<file path="config.mk">
export PLATFORM = sky130hd
export DESIGN_NAME = keypad_scan
export DESIGN_NICKNAME = d
export VERILOG_FILES = /design/src/rtl/keypad_scan.sv
export SDC_FILE = /design/constraint.sdc
export NUM_CORES = 1
export LEC_CHECK = 0
export CELL_PAD_IN_SITES_DETAIL_PLACEMENT = 0
export CELL_PAD_IN_SITES_GLOBAL_PLACEMENT = 1
export CORE_AREA = 4 4 66 92
export CTS_CLUSTER_DIAMETER = 40
export CTS_CLUSTER_SIZE = 14
export DETAILED_ROUTE_END_ITERATION = 7
export DIE_AREA = 0 0 70 96
export PLACE_DENSITY = 0.76
export SETUP_SLACK_MARGIN = 0.1
export SYNTH_ARGS = -nofsm -noshare
export SYNTH_HDL_FRONTEND = slang
export SYNTH_SLANG_ARGS = --single-unit
</file>
<file path="constraint.sdc">
create_clock -name clk -period 2.58 [get_ports clk]
set_clock_uncertainty 0.05 [all_clocks]
set_input_delay 0.387 -clock clk [delete_from_list [all_inputs] [get_ports clk]]
set_output_delay 0.387 -clock clk [all_outputs]
set_load 0.02 [all_outputs]
</file>
<file path="src/rtl/keypad_scan.sv">
// keypad_scan - 4x4 matrix keypad scanner and encoder.
//
// Drives the keypad columns one at a time (active-low) and samples the rows
// once per column dwell. A key is accepted after DEBOUNCE_SCANS consecutive
// identical samples. Each accepted press produces one key_valid pulse
// carrying its code on key_value. A press is released after DEBOUNCE_SCANS
// consecutive all-high samples.
//
// Optional feature: define KEYPAD_REPEAT_EN to enable auto-repeat. A held
// key then re-pulses key_valid after REPEAT_DELAY samples, and again every
// REPEAT_RATE samples until release begins. With the macro undefined, each
// press yields exactly one pulse and the REPEAT_* parameters have no effect.
//
// Ports:
//   clk        in   1  system clock
//   rst        in   1  asynchronous reset, active-high
//   row_in     in   4  keypad rows, active-low, asynchronous to clk
//   col_out    out  4  keypad columns, one-hot active-low
//   key_value  out  4  code of the last accepted key
//   key_valid  out  1  one-cycle pulse, key_value valid in the same cycle
//   key_held   out  1  high from acceptance until release debounce completes

module keypad_scan #(
  parameter int SCAN_CYC       = 50000,
  parameter int DEBOUNCE_SCANS = 20,
  parameter int REPEAT_DELAY   = 500,
  parameter int REPEAT_RATE    = 100
) (
  input  logic       clk,
  input  logic       rst,
  input  logic [3:0] row_in,
  output logic [3:0] col_out,
  output logic [3:0] key_value,
  output logic       key_valid,
  output logic       key_held
);

  localparam int DW = $clog2(SCAN_CYC);
  localparam int CW = $clog2(DEBOUNCE_SCANS + 1);

  // Illegal values would break the dwell/debounce arithmetic,
  // so they are rejected at elaboration time.
  if (SCAN_CYC < 4 || DEBOUNCE_SCANS < 1 || REPEAT_DELAY < 1 || REPEAT_RATE < 1) begin : gParamCheck
    $error("keypad_scan: illegal parameter value");
  end

  typedef enum logic [1:0] {
    ST_SCAN,
    ST_DEBOUNCE,
    ST_PRESSED,
    ST_RELEASE
  } state_e;

  state_e          state_q, state_d;
  logic [3:0]      rowMeta_q, rowSync_q;
  logic [DW-1:0]   dwell_q;
  logic [3:0]      col_q, col_d;
  logic [CW-1:0]   cnt_q, cnt_d;
  logic [3:0]      pat_q, pat_d;
  logic [3:0]      keyValue_q, keyValue_d;
  logic            keyValid_q, keyValid_d;
  logic            keyHeld_q, keyHeld_d;

  logic            sample;
  logic [3:0]      colNext;
  logic [CW-1:0]   cntInc;
  logic            cntDone;
  logic [3:0]      keyCode;

`ifdef KEYPAD_REPEAT_EN
  localparam int RMAX = (REPEAT_DELAY > REPEAT_RATE) ? REPEAT_DELAY : REPEAT_RATE;
  localparam int RW   = $clog2(RMAX + 1);

  logic [RW-1:0]   repCnt_q, repCnt_d;
  logic            repStarted_q, repStarted_d;
  logic [RW-1:0]   repInc;
  logic            repFire;
`endif

  // True when exactly one row is pulled low; anything else (idle or ghosting) is no key.
  function automatic logic validRow(input logic [3:0] rows);
    case (rows)
      4'b1110, 4'b1101, 4'b1011, 4'b0111: return 1'b1;
      default:                            return 1'b0;
    endcase
  endfunction

  // Position of the single low bit in a one-hot active-low vector.
  function automatic logic [1:0] lowIndex(input logic [3:0] v);
    case (v)
      4'b1110: return 2'd0;
      4'b1101: return 2'd1;
      4'b1011: return 2'd2;
      default: return 2'd3;
    endcase
  endfunction

  function automatic logic [3:0] keyMap(input logic [1:0] r, input logic [1:0] c);
    case ({r, c})
      4'h0: return 4'h1;
      4'h1: return 4'h2;
      4'h2: return 4'h3;
      4'h3: return 4'hA;
      4'h4: return 4'h4;
      4'h5: return 4'h5;
      4'h6: return 4'h6;
      4'h7: return 4'hB;
      4'h8: return 4'h7;
      4'h9: return 4'h8;
      4'hA: return 4'h9;
      4'hB: return 4'hC;
      4'hC: return 4'hF;
      4'hD: return 4'h0;
      4'hE: return 4'hE;
      4'hF: return 4'hD;
    endcase
  endfunction

  // Two-flop synchroniser; idle rows read high, so that is the reset value.
  always_ff @(posedge clk or posedge rst) begin
    if (rst) begin
      rowMeta_q <= 4'hF;
      rowSync_q <= 4'hF;
    end else begin
      rowMeta_q <= row_in;
      rowSync_q <= rowMeta_q;
    end
  end

  // Free-running dwell counter; the terminal count marks the sample cycle.
  always_ff @(posedge clk or posedge rst) begin
    if (rst) begin
      dwell_q <= '0;
    end else if (sample) begin
      dwell_q <= '0;
    end else begin
      dwell_q <= dwell_q + 1'b1;
    end
  end

  assign sample  = (dwell_q == DW'(SCAN_CYC - 1));
  assign colNext = {col_q[2:0], col_q[3]};
  assign cntInc  = (cnt_q == CW'(DEBOUNCE_SCANS)) ? cnt_q : cnt_q + 1'b1;
  assign cntDone = (cntInc == CW'(DEBOUNCE_SCANS));
  // The frozen column plus the current row pattern identify the key.
  assign keyCode = keyMap(lowIndex(rowSync_q), lowIndex(col_q));

`ifdef KEYPAD_REPEAT_EN
  assign repInc  = (repCnt_q == RW'(RMAX)) ? repCnt_q : repCnt_q + 1'b1;
  assign repFire = repStarted_q ? (repInc == RW'(REPEAT_RATE)) : (repInc == RW'(REPEAT_DELAY));
`endif

  always_comb begin
    state_d    = state_q;
    col_d      = col_q;
    cnt_d      = cnt_q;
    pat_d      = pat_q;
    keyValue_d = keyValue_q;
    keyValid_d = 1'b0;
    keyHeld_d  = keyHeld_q;
`ifdef KEYPAD_REPEAT_EN
    repCnt_d     = repCnt_q;
    repStarted_d = repStarted_q;
`endif
    if (sample) begin
      case (state_q)
        ST_SCAN: begin
          if (validRow(rowSync_q)) begin
            pat_d = rowSync_q;
            // With a single-sample debounce the detection sample is the acceptance.
            if (DEBOUNCE_SCANS == 1) begin
              cnt_d      = CW'(DEBOUNCE_SCANS);
              keyValue_d = keyCode;
              keyValid_d = 1'b1;
              keyHeld_d  = 1'b1;
              state_d    = ST_PRESSED;
            end else begin
              cnt_d   = CW'(1);
              state_d = ST_DEBOUNCE;
            end
          end else begin
            col_d = colNext;
          end
        end
        ST_DEBOUNCE: begin
          if (rowSync_q == pat_q) begin
            cnt_d = cntInc;
            if (cntDone) begin
              keyValue_d = keyCode;
              keyValid_d = 1'b1;
              keyHeld_d  = 1'b1;
              state_d    = ST_PRESSED;
            end
          end else begin
            cnt_d   = '0;
            col_d   = colNext;
            state_d = ST_SCAN;
          end
        end
        ST_PRESSED: begin
          if (rowSync_q == 4'hF) begin
`ifdef KEYPAD_REPEAT_EN
            repCnt_d     = '0;
            repStarted_d = 1'b0;
`endif
            if (DEBOUNCE_SCANS == 1) begin
              cnt_d     = '0;
              keyHeld_d = 1'b0;
              col_d     = colNext;
              state_d   = ST_SCAN;
            end else begin
              cnt_d   = CW'(1);
              state_d = ST_RELEASE;
            end
          end
`ifdef KEYPAD_REPEAT_EN
          else if (rowSync_q == pat_q) begin
            if (repFire) begin
              keyValid_d   = 1'b1;
              repCnt_d     = '0;
              repStarted_d = 1'b1;
            end else begin
              repCnt_d = repInc;
            end
          end
`else
          // Without auto-repeat, anything short of a full release is ignored while held.
`endif
        end
        ST_RELEASE: begin
          if (rowSync_q == 4'hF) begin
            cnt_d = cntInc;
            if (cntDone) begin
              cnt_d     = '0;
              keyHeld_d = 1'b0;
              col_d     = colNext;
              state_d   = ST_SCAN;
            end
          end else begin
            // A bounce during release keeps the key held without a new pulse.
            cnt_d   = '0;
            state_d = ST_PRESSED;
          end
        end
        default: begin
          state_d = ST_SCAN;
        end
      endcase
    end
  end

  always_ff @(posedge clk or posedge rst) begin
    if (rst) begin
      state_q    <= ST_SCAN;
      col_q      <= 4'b1110;
      cnt_q      <= '0;
      pat_q      <= 4'hF;
      keyValue_q <= 4'h0;
      keyValid_q <= 1'b0;
      keyHeld_q  <= 1'b0;
    end else begin
      state_q    <= state_d;
      col_q      <= col_d;
      cnt_q      <= cnt_d;
      pat_q      <= pat_d;
      keyValue_q <= keyValue_d;
      keyValid_q <= keyValid_d;
      keyHeld_q  <= keyHeld_d;
    end
  end

`ifdef KEYPAD_REPEAT_EN
  always_ff @(posedge clk or posedge rst) begin
    if (rst) begin
      repCnt_q     <= '0;
      repStarted_q <= 1'b0;
    end else begin
      repCnt_q     <= repCnt_d;
      repStarted_q <= repStarted_d;
    end
  end
`endif

  assign col_out   = col_q;
  assign key_value = keyValue_q;
  assign key_valid = keyValid_q;
  assign key_held  = keyHeld_q;

endmodule

</file>
* Word-level counts from Yosys, hierarchy flattened *
Memory sizes are Yosys's and may differ from the RTL's. A register that Yosys moved wholly into a read port is not among the register bits.
Index checks and enable logic that the tools add are counted.

word-level totals
  register bits = 41
  bits in read-only memories = 64
  bits of input ports = 6
  output and inout port bits = 10
  word-level logic and storage cells = 81
  memories kept = 1

operators by class
  $add $sub $neg = 2
  equal/unequal tests = 25
  muxes and demuxes = 34
  reduce and logical (&&, ||, !) cells = 10

memories
  name             words  width  read ports  clocked after memory_dff  write ports  RTL line  source
  (no name shown)  16     4      1           1                         0            99        case ({r, c})

operator list
  cell                   number
  $mux 5                 6
  $eq 4x4->1 const B     7
  $pmux 5 s4             1
  $add 16x1->16 const B  1
  $eq 16x16->1 const B   1
  $mux 16                1
  $mux 4                 4
  $ne 2x2->1 const B     7
  $mux 2                 6
  $pmux 2 s3             2
  $pmux 4 s3             1
  $reduce_and 6->1       2
  $mux 1                 11
  $eq 5x5->1 const B     2
  $pmux 2 s4             1
  $ne 3x3->1 const B     2
  $reduce_and 3->1       2
  $add 5x1->5 const B    1
  $reduce_and 5->1       1
  $eq 2x2->1 const B     2
  $eq 4x3->1 const B     1
  $eq 4x4->1             1
  $reduce_and 4->1       1
  $reduce_or 4->1        1
  6 further kinds        6

* Logic depth before layout (Yosys ltp) *
Gate-level depths: netlist of the first run.

  word-level depth = 7
  gate-level depth with buffers = 9
  gate-level depth less buffers = 8

* Worst setup path before layout of the first run *
OpenSTA, ideal clock, no wires.

  path kind = register to register
  from = register cnt_q[0]
  to = register keyValue_q[0], in the netlist key_value[0]
  library setup time = 0.125 ns
  arrival = 1.920 ns
  required time = 2.405 ns
  setup slack = 0.485 ns
  cell stages (with the launch flop) = 10
  path buffers = 1
  period minus slack after synthesis = 2.095 ns
  path through = dfrtp_1 -> inv_1 -> ha_1 -> and3b_1 -> o211ai_2 -> nand4_2 -> nor2b_4 -> and3_1 -> buf_6 -> mux2_4

on the way
  longest elaborated chain between the ends = 4
  elaborated cells on any way between the ends = 5
  those cells by class = add/sub: 1; eq/ne: 2; mux: 1; reduce/logical: 1

ends and longest elaborated chain
  what                                              RTL line  source
  start: declaration                                58        logic [CW-1:0] cnt_q, cnt_d;
  start signal: assignment                          264       cnt_q <= cnt_d;
  $add 5x1->5 / $eq 5x5->1 (equally long branches)  143       assign cntInc = (cnt_q == CW'(DEBOUNCE_SCANS)) ? cnt_q : cnt_q + 1'b1;
  $mux 5 *                                          143
  $eq 5x5->1 *                                      144       assign cntDone = (cntInc == CW'(DEBOUNCE_SCANS));
  $reduce_and 4->1 (no source line) *               n/a
  end: declaration                                  60        logic [3:0] keyValue_q, keyValue_d;

Every way passes the cells marked *; elsewhere a longest branch is shown, timed or not.
A chain may end at the register's enable or synchronous reset.

* Worst setup path after layout of the first run *
  from = register cnt_q[0]
  to = register keyValue_q[1], in the netlist key_value[1]

Same word-level chain as after synthesis.

==> results of run 1 <==
==> final timing paths <==
check,from,endpoint,cells after the start
max,cnt_q[0],key_value[1],8
min,rowMeta_q[1],rowSync_q[1],0
max reg2reg,cnt_q[0],key_value[1],8
min reg2reg,rowMeta_q[1],rowSync_q[1],0
max in group asynchronous,rst,cnt_q[1],3
min in group asynchronous,rst,dwell_q[4],2
==> report_power, final <==
| group | switching, mW | total, mW | internal (mW) |
|---|---|---|---|
| sequential | 0.0116 | 0.729 | 0.717 |
| clock | 0.262 | 0.464 | 0.201 |
| combinational | 0.0281 | 0.0493 | 0.0212 |
==> per-layer routing <==
layer | vias to the layer above | global-route usage, % | routed length [µm]
met3 | 4 | 2.508 | 84
met4 | 0 | 4.313 | 46
met1 | 797 | 16.68 | 1872
li1 | 818 | - | -
met5 | - | 0 | 0
met2 | 14 | 24.45 | 2183
==> cells in the mapped netlist, types with 3 or more instances <==
library cell | count | area [µm²]
a21oi_1 | 3 | 15.01
a31oi_1 | 3 | 18.77
and3_1 | 6 | 37.54
buf_2 | 3 | 15.01
buf_6 | 3 | 33.78
dfrtp_1 | 30 | 750.7
dfstp_2 | 15 | 394.1
ha_1 | 5 | 62.56
inv_1 | 9 | 33.78
mux2_4 | 5 | 75.07
nand2_1 | 15 | 56.30
nand2b_1 | 4 | 25.02
nand3_1 | 12 | 60.06
nand4_1 | 5 | 31.28
nor2_1 | 17 | 63.81
nor3_1 | 4 | 20.02
o21ai_0 | 15 | 75.07
o22ai_1 | 3 | 18.77
xnor2_1 | 9 | 78.83
xor2_1 | 13 | 113.9
==> flip-flops by register name, indices dropped and copies added, names as in the netlist, 2 cells and up <==
register and cells:
rowMeta_q 4, state_q 2, rowSync_q 4, dwell_q 16, col_out 4, key_value 4
pat_q 4, cnt_q 5
==> per-stage QoR <==
stage          total power [mW]  std cells  util [%]  setup slack (ns)
2_1_floorplan            0.7768        224         -            0.4848
4_1_cts                   1.264        307     51.56            0.2290
3_3_place_gp             0.7912        299     49.74            0.3205
6_report                  1.242        307     51.56            0.2319
3_5_place_dp             0.7928        299     49.74            0.2463
5_1_grt                   1.298        307     51.56            0.1070
==> critical path: cells and delay by family, from the launching register on <==
family | cells | cell delay [ns]
AO/OA/AOI/OAI | 1 | 0.18
adder cells (fa/ha/maj) | 1 | 0.22
buffers and inverters | 1 | 0.08
flip-flops | 1 | 0.44
multiplexers | 1 | 0.33
AND/OR/NAND/NOR | 4 | 0.94
==> layout make-up <==
class                      count  area, µm²
fill                         492       2517
sequential                    45       1145
multi-input combinational    160       1144
timing repair buffer          19      180.2
tap                           66      82.58
clock buffer                   5      68.82
inverter                       9      33.78
clock inverter                 3      26.28
==> logic make-up after synthesis <==
family,count (synthesis),share of synthesized area [%]
flip-flops,45,47.83
multiplexers,11,5.854
XOR/XNOR,23,8.730
adder cells (fa/ha/maj),5,2.614
AND/OR/NAND/NOR,79,18.51
buffers and inverters,19,4.391
AO/OA/AOI/OAI,42,12.07
==> results_dict.tcl, run 1 <==
set metrics [dict create \
    status "finished, final reports clean" \
    cpPeakStageDelay_ns 0.44 \
    grt_overflow_total 0 \
    clock-sinks 45 \
    whs_ns 0.3103 \
    hpwl_mm 3.112 \
    fin_area_um2 2680 \
    ys_seq_area_share_pct 47.83 \
    htree_levels 2 \
    drt_iter0_markers 55 \
    hold_class "reg2reg" \
    synth_seq_cells 45 \
    layout_commonest_cell "dfrtp_1" \
    worstPathRequired_ns 2.72 \
    insertion_delay_ns 0.30 \
    postCtsSetupRepairBufs 0 \
    antenna_left 0 \
    routed_via_density 5.319 \
    syn_nets 235 \
    finalHoldViolCount 0 \
    io_pins 16 \
    p_leak_nw 1.116 \
    clk_path_buf_depth 2 \
    dieHeight_um 96 \
    place.gp.congestion 0.7912 \
    peakVddDrop_mv 0.2910 \
    power_density_nw_per_um2 463.4 \
    n_antenna_cell 0 \
    critPathKind "reg2reg" \
    cts.clk_slew.worst_paths_ns 0.09 \
    maxSlewHeadroom_pct 55.15 \
    synth_ff_type "dfrtp_1" \
    fin_crit_sh_pct 91.01 \
    critPathSlowestCell "dfrtp_1" \
    cp.arrival_ns 2.48 \
    netlist_instances 224 \
    cts_tree "yes" \
    placed_cell_area_um2 2585 \
    drc 0 \
    track_usage_pct 13.65 \
    grt_max_degree 21 \
    path_max_fanout 6 \
    tightest_slew_ns 0.6686 \
    drt_pass1_iterations 4 \
    end_kind "flop" \
    drive_gt1_share_pct 19.50 \
    synth_edf_count 0 \
    grt_pass1_vias 1611 \
    r2r_slack_ns 0.23 \
    grt_pass1_wl_mm 7.465 \
    setup-violations-final 0 \
    rsz0062_at_grt "no" \
    synth-async-reset-ratio_pct 100.0 \
    setup_tns_ns 0 \
    yosysUniqueCellTypes 53 \
    cap_violations 0 \
    finalCriticalPeriod_ns 2.348 \
    start_util_pct 46.05 \
    antenna_found_initial 0 \
    layout_common_cells "30 x dfrtp_1, 17 x nor2_1" \
    slew_violations 0 \
    nets 251 \
    io_buffers 15 \
    cts_root_buf "clkbuf_8" \
    vias 1633 \
    fmax_mhz 425.9 \
    rows 31 \
    syn_avg_cell_area_um2 10.69 \
    post_cts_resized 0 \
    postCtsHoldBufs 0 \
    syn_to_final_growth_pct 11.97 \
    syn_area_um2 2394 \
    synth_warnings 0 \
    wire_per_inst_um 13.64 \
    coreArea_um2 5197 \
    numCtsBuffers 5 \
    dieWidth_um 70 \
    startpoint_type "flop" \
    dieArea_um2 6720 \
    crit_path_cell_trace "inv_1, ha_1, and3b_1, o211ai_2, nand4_2, nor2b_4, and3_1, mux2_4" \
    wirelength_mm 4.186 \
]
No activity file was read; power rests on OpenSTA's default activity.
==> inputs of run 2 (changes only) <==
- ABC_AREA: not set -> 1
- CORE_AREA: 4 4 66 92 -> 4 4 69 97
- DIE_AREA: 0 0 70 96 -> 0 0 73 101
- PLACE_DENSITY: 0.76 -> 0.77
==> run 2 against run 1 <==
Compared with the run above:
- first-iteration DRC count shrank 7.3%
- synthesized cell count grew 39%
- combinational power grew 7.3%
- worst hold slack is essentially flat
- via count grew 24%
- total power shrank 0.52%
==> results_dict.tcl, run 2 <==
set metrics [dict create \
    drive_gt1_share_pct 18.75 \
    rsz0062_at_grt "no" \
    grt_use_met3_pct 2.395 \
    io_buffers 15 \
    top_usage_layer "met2" \
    place.gp.congestion 0.8060 \
    cap_violations 0 \
    nets 346 \
    crit_path_cell_trace "clkdlybuf4s50_1" \
    track_usage_pct 15.40 \
    htree_levels 2 \
    use_met2_pct 28.26 \
    syn_nets 322 \
    clock-sinks 45 \
    hold_class "reg2reg" \
    grt_max_degree 19 \
    cp.arrival_ns 1.52 \
    tightest_slew_ns 0.6177 \
    postCtsHoldBufs 0 \
    antenna_left 0 \
    cts.clk_slew.worst_paths_ns 0.09 \
    io_pins 16 \
    startpoint_type "flop" \
    syn_to_final_growth_pct 13.48 \
    slew_violations 0 \
    post_cts_resized 0 \
    grt_pass1_wl_mm 9.011 \
    fin_area_um2 2908 \
    grt_overflow_total 0 \
    vias 2025 \
    whs_ns 0.3099 \
    synth_top_area_share_pct 29.30 \
    wire_per_inst_um 12.14 \
    dieWidth_um 73 \
    synth_seq_cells 45 \
    layout_common_cells "75 x nand2_1, 42 x inv_1, 30 x dfrtp_1" \
    largest_reg_flops 16 \
    critPathKind "reg2out" \
    synth_edf_count 0 \
    critPathBufInv 1 \
    layout_commonest_cell "nand2_1" \
    top_regs "dwell_q (16), cnt_q (5)" \
    drt_pass1_iterations 4 \
    p_clk_share_pct 37.3 \
    status "finished, final reports clean" \
    yosys-top-cells-count "75 x nand2_1, 43 x inv_1, 30 x dfrtp_1" \
    power_density_nw_per_um2 424.9 \
    dieHeight_um 101 \
    synth-async-reset-ratio_pct 100.0 \
    netlist_top_cells_area "dfrtp_1 29%, dfstp_2 15%, nand2_1 11%, inv_1 6.3%, nand3_1 3.9%" \
    routed_via_density 4.988 \
    ys_seq_area_share_pct 44.68 \
    numCtsBuffers 5 \
    maxSlewHeadroom_pct 58.57 \
    p_int_uw 933.1 \
    cts_tree "yes" \
    power_frac_comb_pct 4.3 \
    setup-violations-final 0 \
    end_kind "output port" \
    power_frac_seq_pct 58.4 \
    synth_warnings 0 \
    setup_tns_ns 0 \
    worstPathRequired_ns 2.14 \
    fin_crit_sh_pct 75.73 \
    insertion_delay_ns 0.30 \
    dieArea_um2 7373 \
    met1_usage_pct 17.42 \
    syn_area_um2 2562 \
    finalCriticalPeriod_ns 1.954 \
    top_register "dwell_q" \
    postCtsSetupRepairBufs 0 \
    cts_root_buf "clkbuf_8" \
    fmax_mhz 511.8 \
    hpwl_mm 3.980 \
    switching_share_pct 24.47 \
    drc 0 \
    finalHoldViolCount 0 \
    clk_path_buf_depth 2 \
    synth_ff_type "dfrtp_1" \
    yosysUniqueCellTypes 34 \
    grt_pass1_vias 2093 \
    antenna_found_initial 0 \
    coreArea_um2 5822 \
    start_util_pct 44.01 \
    cpPeakStageDelay_ns 0.62 \
    drt_iter0_markers 51 \
    p_leak_nw 1.394 \
    placed_cell_area_um2 2815 \
    yosysTopAreaCell "dfrtp_1" \
    n_antenna_cell 0 \
    wirelength_mm 4.930 \
    critPathSlowestCell "clkdlybuf4s50_1" \
    netlist_instances 311 \
    cp_top_family "buffers and inverters" \
    peakVddDrop_mv 0.2628 \
    yosysMostFrequentCell "nand2_1" \
    path_max_fanout 6 \
    syn_avg_cell_area_um2 8.239 \
    switchingPower_uw 302.3 \
    rows 33 \
]
## run 2: per-layer routing
layer  routed length [µm]  up-vias  share of wire (%)
met2                 2716       20                 55
met3                   95        7                1.9
li1                     -     1047                  -
met4                   75        0                1.5
met5                    0        -                  0
met1                 2043      951                 41
## run 2: per-stage QoR
| stage | utilization [%] | cells | total power, mW | setup slack [ns] |
|---|---|---|---|---|
| after detailed placement | 48.36 | 398 | 0.7897 | 0.6816 |
| after floorplan | - | 311 | 0.7678 | 0.8199 |
| after global routing | 49.95 | 406 | 1.291 | 0.4357 |
| after CTS | 49.95 | 406 | 1.252 | 0.6224 |
| final | 49.95 | 406 | 1.235 | 0.6262 |
| after global placement | 48.36 | 398 | 0.7886 | 0.6926 |
## run 2: final cells by class
type / count / area [µm²]
Inverter: 51 / 191.4
Sequential cell: 45 / 1145
Clock buffer: 5 / 68.82
Fill cell: 578 / 2914
Timing Repair Buffer: 17 / 165.2
Multi-Input combinational cell: 215 / 1226
Tap cell: 70 / 87.58
Clock inverter: 3 / 23.77
## run 2: cell families (layout without fill, tap and decap cells)
logic type	count (synthesis)	in the layout	share of synthesized area [%]
compound gates	36	36	8.350
fa+ha+maj	5	5	2.441
buf+inv	51	76	7.471
flops	45	45	44.68
xor+xnor	8	8	2.734
simple gates	166	166	34.33
## run 2: power by group through the flow
stage / clock [mW] / combinational (mW) / sequential, mW
floorplan: 0 / 0.0341 / 0.734
global placement: 0 / 0.0539 / 0.735
detailed placement: 0 / 0.0548 / 0.735
CTS: 0.475 / 0.0549 / 0.722
global route: 0.507 / 0.0611 / 0.723
finish: 0.461 / 0.0529 / 0.722
## run 2: path summary, 6_finish.rpt
kind	slack (ns)	depth (start not counted)	start	to
hold / removal	0.31	0	rowMeta_q[0]	rowSync_q[0]
setup / recovery	0.63	1	col_out[3]	col_out[3]
min in group asynchronous	0.34	2	rst	key_held
max in group asynchronous	1.51	3	rst	pat_q[2]
setup reg to reg	0.69	12	cnt_q[0]	col_out[0]
hold reg to reg	0.31	0	rowMeta_q[0]	rowSync_q[0]
